===== config.mk =====
export PLATFORM = sky130hd
export DESIGN_NAME = sram_arb
export DESIGN_NICKNAME = d
export VERILOG_FILES = /design/src/rtl/sram_arb.sv
export SDC_FILE = /design/constraint.sdc
export NUM_CORES = 1
export LEC_CHECK = 0
export BUFFER_PORTS_ARGS = -buffer_cell sky130_fd_sc_hd__buf_2
export CAP_MARGIN = 20
export CORE_ASPECT_RATIO = 0.7
export CORE_UTILIZATION = 30
export DETAILED_ROUTE_END_ITERATION = 7
export PLACE_DENSITY = 0.7
export SLEW_MARGIN = 40
export SYNTH_ARGS = -nofsm -noshare
export SYNTH_HDL_FRONTEND = slang
export SYNTH_SLANG_ARGS = --single-unit

===== constraint.sdc =====
create_clock -name clk -period 4.95 [get_ports clk]
set_clock_uncertainty 0.15 [all_clocks]
set_input_delay 1.485 -clock clk [delete_from_list [all_inputs] [get_ports clk]]
set_output_delay 1.485 -clock clk [all_outputs]
set_load 0.01 [all_outputs]

===== src/rtl/sram_arb.sv =====
// sram_arb: two-requester arbiter/sequencer for a shared simple-dual-port SRAM.
// The write and read ports are arbitrated independently, each by its own
// round-robin pointer. Read data returns one cycle after the grant. A write
// granted in the same cycle to the same address is forwarded to the read.
module sram_arb #(
    parameter int unsigned DWIDTH = 24,
    parameter int unsigned AWIDTH = 6
) (
    input  logic              clk,
    input  logic              rst,
    input  logic              a_req,
    input  logic              a_we,
    input  logic [AWIDTH-1:0] a_addr,
    input  logic [DWIDTH-1:0] a_wdata,
    output logic              a_gnt,
    output logic              a_rvalid,
    output logic [DWIDTH-1:0] a_rdata,
    input  logic              b_req,
    input  logic              b_we,
    input  logic [AWIDTH-1:0] b_addr,
    input  logic [DWIDTH-1:0] b_wdata,
    output logic              b_gnt,
    output logic              b_rvalid,
    output logic [DWIDTH-1:0] b_rdata,
    output logic              sram_we,
    output logic [AWIDTH-1:0] sram_addr_w,
    output logic [DWIDTH-1:0] sram_data_i,
    output logic [AWIDTH-1:0] sram_addr_r,
    input  logic [DWIDTH-1:0] sram_data_o
);

    // Round-robin pointers (0 = A favoured, 1 = B favoured) and read pipeline state
    logic              wr_pri;
    logic              rd_pri;
    logic              rd_v;
    logic              rd_id;
    logic              fwd;
    logic [DWIDTH-1:0] fwd_data;

    // Contender flags and per-port grants
    logic wr_a, wr_b, rd_a, rd_b;
    logic wg_a, wg_b, rg_a, rg_b;
    logic wr_any, rd_any, wr_cont, rd_cont, hit;

    // Independent write/read arbitration: sole contender wins, a tie goes to the pointer
    always_comb begin
        wr_a    = a_req & a_we;
        wr_b    = b_req & b_we;
        rd_a    = a_req & ~a_we;
        rd_b    = b_req & ~b_we;
        wg_a    = wr_a & (~wr_b | ~wr_pri);
        wg_b    = wr_b & (~wr_a |  wr_pri);
        rg_a    = rd_a & (~rd_b | ~rd_pri);
        rg_b    = rd_b & (~rd_a |  rd_pri);
        wr_any  = wg_a | wg_b;
        rd_any  = rg_a | rg_b;
        wr_cont = wr_a & wr_b;
        rd_cont = rd_a & rd_b;
    end

    // SRAM port steering; idle ports park on requester A's address/data
    always_comb begin
        a_gnt       = wg_a | rg_a;
        b_gnt       = wg_b | rg_b;
        sram_we     = wr_any;
        sram_addr_w = wg_b ? b_addr  : a_addr;
        sram_data_i = wg_b ? b_wdata : a_wdata;
        sram_addr_r = rg_b ? b_addr  : a_addr;
        hit         = rd_any & wr_any & (sram_addr_r == sram_addr_w);
    end

    // Pointer update on contended grants plus read-return/forward pipeline
    always_ff @(posedge clk or posedge rst) begin
        if (rst) begin
            wr_pri   <= 1'b0;
            rd_pri   <= 1'b0;
            rd_v     <= 1'b0;
            rd_id    <= 1'b0;
            fwd      <= 1'b0;
            fwd_data <= '0;
        end else begin
            if (wr_cont) begin
                wr_pri <= ~wr_pri;
            end
            if (rd_cont) begin
                rd_pri <= ~rd_pri;
            end
            rd_v  <= rd_any;
            rd_id <= rg_b;
            fwd   <= hit;
            if (hit) begin
                fwd_data <= sram_data_i;
            end
        end
    end

    // Read return: one shared data bus, valid steered to the requester that was granted
    always_comb begin
        a_rvalid = rd_v & ~rd_id;
        b_rvalid = rd_v &  rd_id;
        a_rdata  = fwd ? fwd_data : sram_data_o;
        b_rdata  = fwd ? fwd_data : sram_data_o;
    end

endmodule


==> impl_results.md <==
* Final non-filler cell total at 430
* Residual DRC at 0
* Crit Reg-Reg Endpoint: fwd_data[3]$_DFFE_PP0P_
* DR vias/cell at roughly 4.5
* H-tree depth at 2
* # clock sinks at 29
* Chip Height at about 74 um
* Crit path DAT at 2.83 ns
* First-pass GRT wire length at ~8600 um
* Tightest Hold Check Type: reg2reg
* Pwr Total at 0.705 mW
* Worst Setup Path Type: in2out
* GRT Overall Usage at 14.5%
* Post-synthesis cell count at 180
* Synth unique cells at 26
* Crit path top cell by count: buf_2
* Final setup viols at 0
* Commonest non-fill, non-tap cell in the layout: buf_2
* Final Hold Violating Endpoints at 0
* Antenna violations before repair at 0
* Diodes inserted at 0
* Startpoint types: primary input
* Quantity of gates resized following cts at 0
* Pre-Repair DR Iteration Count at 4
* CTS hold repair buffers at 0
* Critical Path Sink Type: output port
* Minimum clock period at about 4.5 ns
* Cell area after layout at between 3000 and 4000 sq um
* Register area share after synthesis at between 30% and 40%
* GR Overflow Total at 0
* Cell Rows at 25
* Die width at between 100 and 150 um
* Iteration-0 DRC Markers at 37
* Vias at around 1900
* Synthesized flop and latch total at 29
* Initial Util at 31.9%
* Post-CTS Setup Bufs at 0
* Vias in the first global route at 1749
* CP max-delay cell: mux2_1
* Final-stage net count at roughly 430
* Die area at around 7700 sq um
* Setup TNS at 0 ns
* Final WL at 5760 um
* Area delta synth->final at 41.2%
* Most used DFF post-synth: dfrtp_1
* Max Clock Freq at roughly 0.22 GHz
* Worst R2R Path Depth at 4
* Hold Path End: fwd_data[2]$_DFFE_PP0P_
* Placed inst area at slightly above 3000 sq um
* Routed len/inst at roughly 13 um
* Post-DRT Antenna Nets at 0
* Final RePlAce weighted congestion at approximately 0.74
* RSZ-0062 raised after global routing: false
* Synth warn at 0
* Critical Path RT at 3.31 ns
* Crit-path cells: buf_2, nand2_1, o21bai_4, buf_12, mux2_1, buf_2
* Worst hold slack at about 0.35 ns
* Number of port buffers at ~180
* CTS tree: yes
* Mean post-synth cell area at approximately 12 sq um
* Clk slew on worst S/H paths at around 0.060 ns
* Synthesized cell area at roughly 2200 sq um
* PwrDens at 225 nW/um^2
* Max VDD drop at 0.0981 mV
* Largest net degree at the start of global routing at 30
* Dpl cells at 423
* Slew margin rel. at a little under two thirds
* Most frequent cells in the layout: buf_2 (178), mux2_2 (35), dfrtp_1 (28)
* Min-Delay Path Depth at 1
* FFs w/ async S/R, synth at 100%
* Root Driver: clkbuf_8
* Layout fillers at ~660
* Fin. max-slew vios at 0
* HP Start: fwd_data[2]$_DFFE_PP0P_
* Delay of the slowest cell on the worst path at around 0.37 ns
* FF-to-FF Start: wr_pri$_DFFE_PP0P_
* Post-DP HPWL at about 4500 um
* Core Box Area at a little under 7000 sq um
* Number of synthesized flops with an enable pin at 0
* FF-to-FF setup slack at 2.99 ns
* Max-cap violations at 0
* Slew @ Worst Pin at around 0.54 ns
* Worst-path fanout max at 22
* Fraction of layout cells with a size suffix above 1 at between 70% and 80%
* Final period utilization at 90.2%
* Net Count, Synth at 270
* CTS Buf Count at 5
* Lkg Pwr at 1.73 nW
* Clock latency on the worst-skew pair at 0.27 ns
* Outcome: complete, no violations
* I/O Pins at 179
* Maximum root-to-sink buffer count at 2
==> layout make-up <==
type / count / area (sq um) / share of cell area [%]
Clock buffer: 7 / 86.3 / 2.76
Inverter: 2 / 7.51 / 0.240
Multi-Input combinational cell: 117 / 1260 / 40.4
Sequential cell: 29 / 727 / 23.2
Tap cell: 94 / 118 / 3.76
Timing Repair Buffer: 181 / 926 / 29.6
==> logic make-up after synthesis <==
logic type	Yosys count	synth area share (%)
AND/OR/NAND/NOR	20	5.14
flip-flops	29	32.8
multiplexers	84	46.6
XOR/XNOR	8	3.16
buffers and inverters	34	10.7
AO/OA/AOI/OAI	5	1.64
==> worst max-delay path by stage <==
stage                     start  slack, ns  cells past startpoint             end
after floorplan           a_req       0.99                      4  sram_addr_w[0]
after global placement    a_req       0.53                      6  sram_data_i[8]
after detailed placement   a_we       0.48                      6  sram_data_i[3]
after CTS                  a_we       0.48                      6  sram_data_i[3]
after global routing      a_req       0.41                      6  sram_data_i[3]
final                      a_we       0.49                      6  sram_data_i[3]
==> through the flow <==
stage | utilization, % | setup WS, ns
2_1_floorplan | - | 0.988
3_3_place_gp | 43.8 | 0.526
3_5_place_dp | 43.8 | 0.481
4_1_cts | 45.0 | 0.481
5_1_grt | 45.0 | 0.408
6_report | 45.0 | 0.488
==> state kept, by name, summed over array words and instances, names as in the netlist <==
signal    count
fwd_data     24
fwd           1
rd_id         1
rd_pri        1
rd_v          1
wr_pri        1
==> routing by layer <==
layer  up-vias  routed length [um]  GRT usage [%]
li1        923                   -              -
met1       899                2470           17.7
met2        93                2890           26.0
met3         2                 390           3.82
met4         0                  17           3.29
met5         -                   0              0
==> worst max-delay path: cells and delay by family <==
family | cells | cell delay (ns)
mux | 1 | 0.37
simple gates | 1 | 0.11
compound gates | 1 | 0.33
buf+inv | 3 | 0.52
==> report_power, final <==
group / internal [mW] / switching [mW]
combinational: 0.126 / 0.102
clock: 0.110 / 0.0803
sequential: 0.265 / 0.0225
==> Yosys cell counts (3+ instances only) <==
cell type,count,area [sq um]
buf_4,24,180
xor2_1,5,43.8
buf_2,3,15.0
dfrtp_1,29,726
nor2_1,3,11.3
clkbuf_1,3,11.3
mux2_4,23,345
mux2_2,35,394
mux2_1,26,293
nand2_1,6,22.5
xnor2_1,3,26.3
Power figures use the tool's default switching activity.
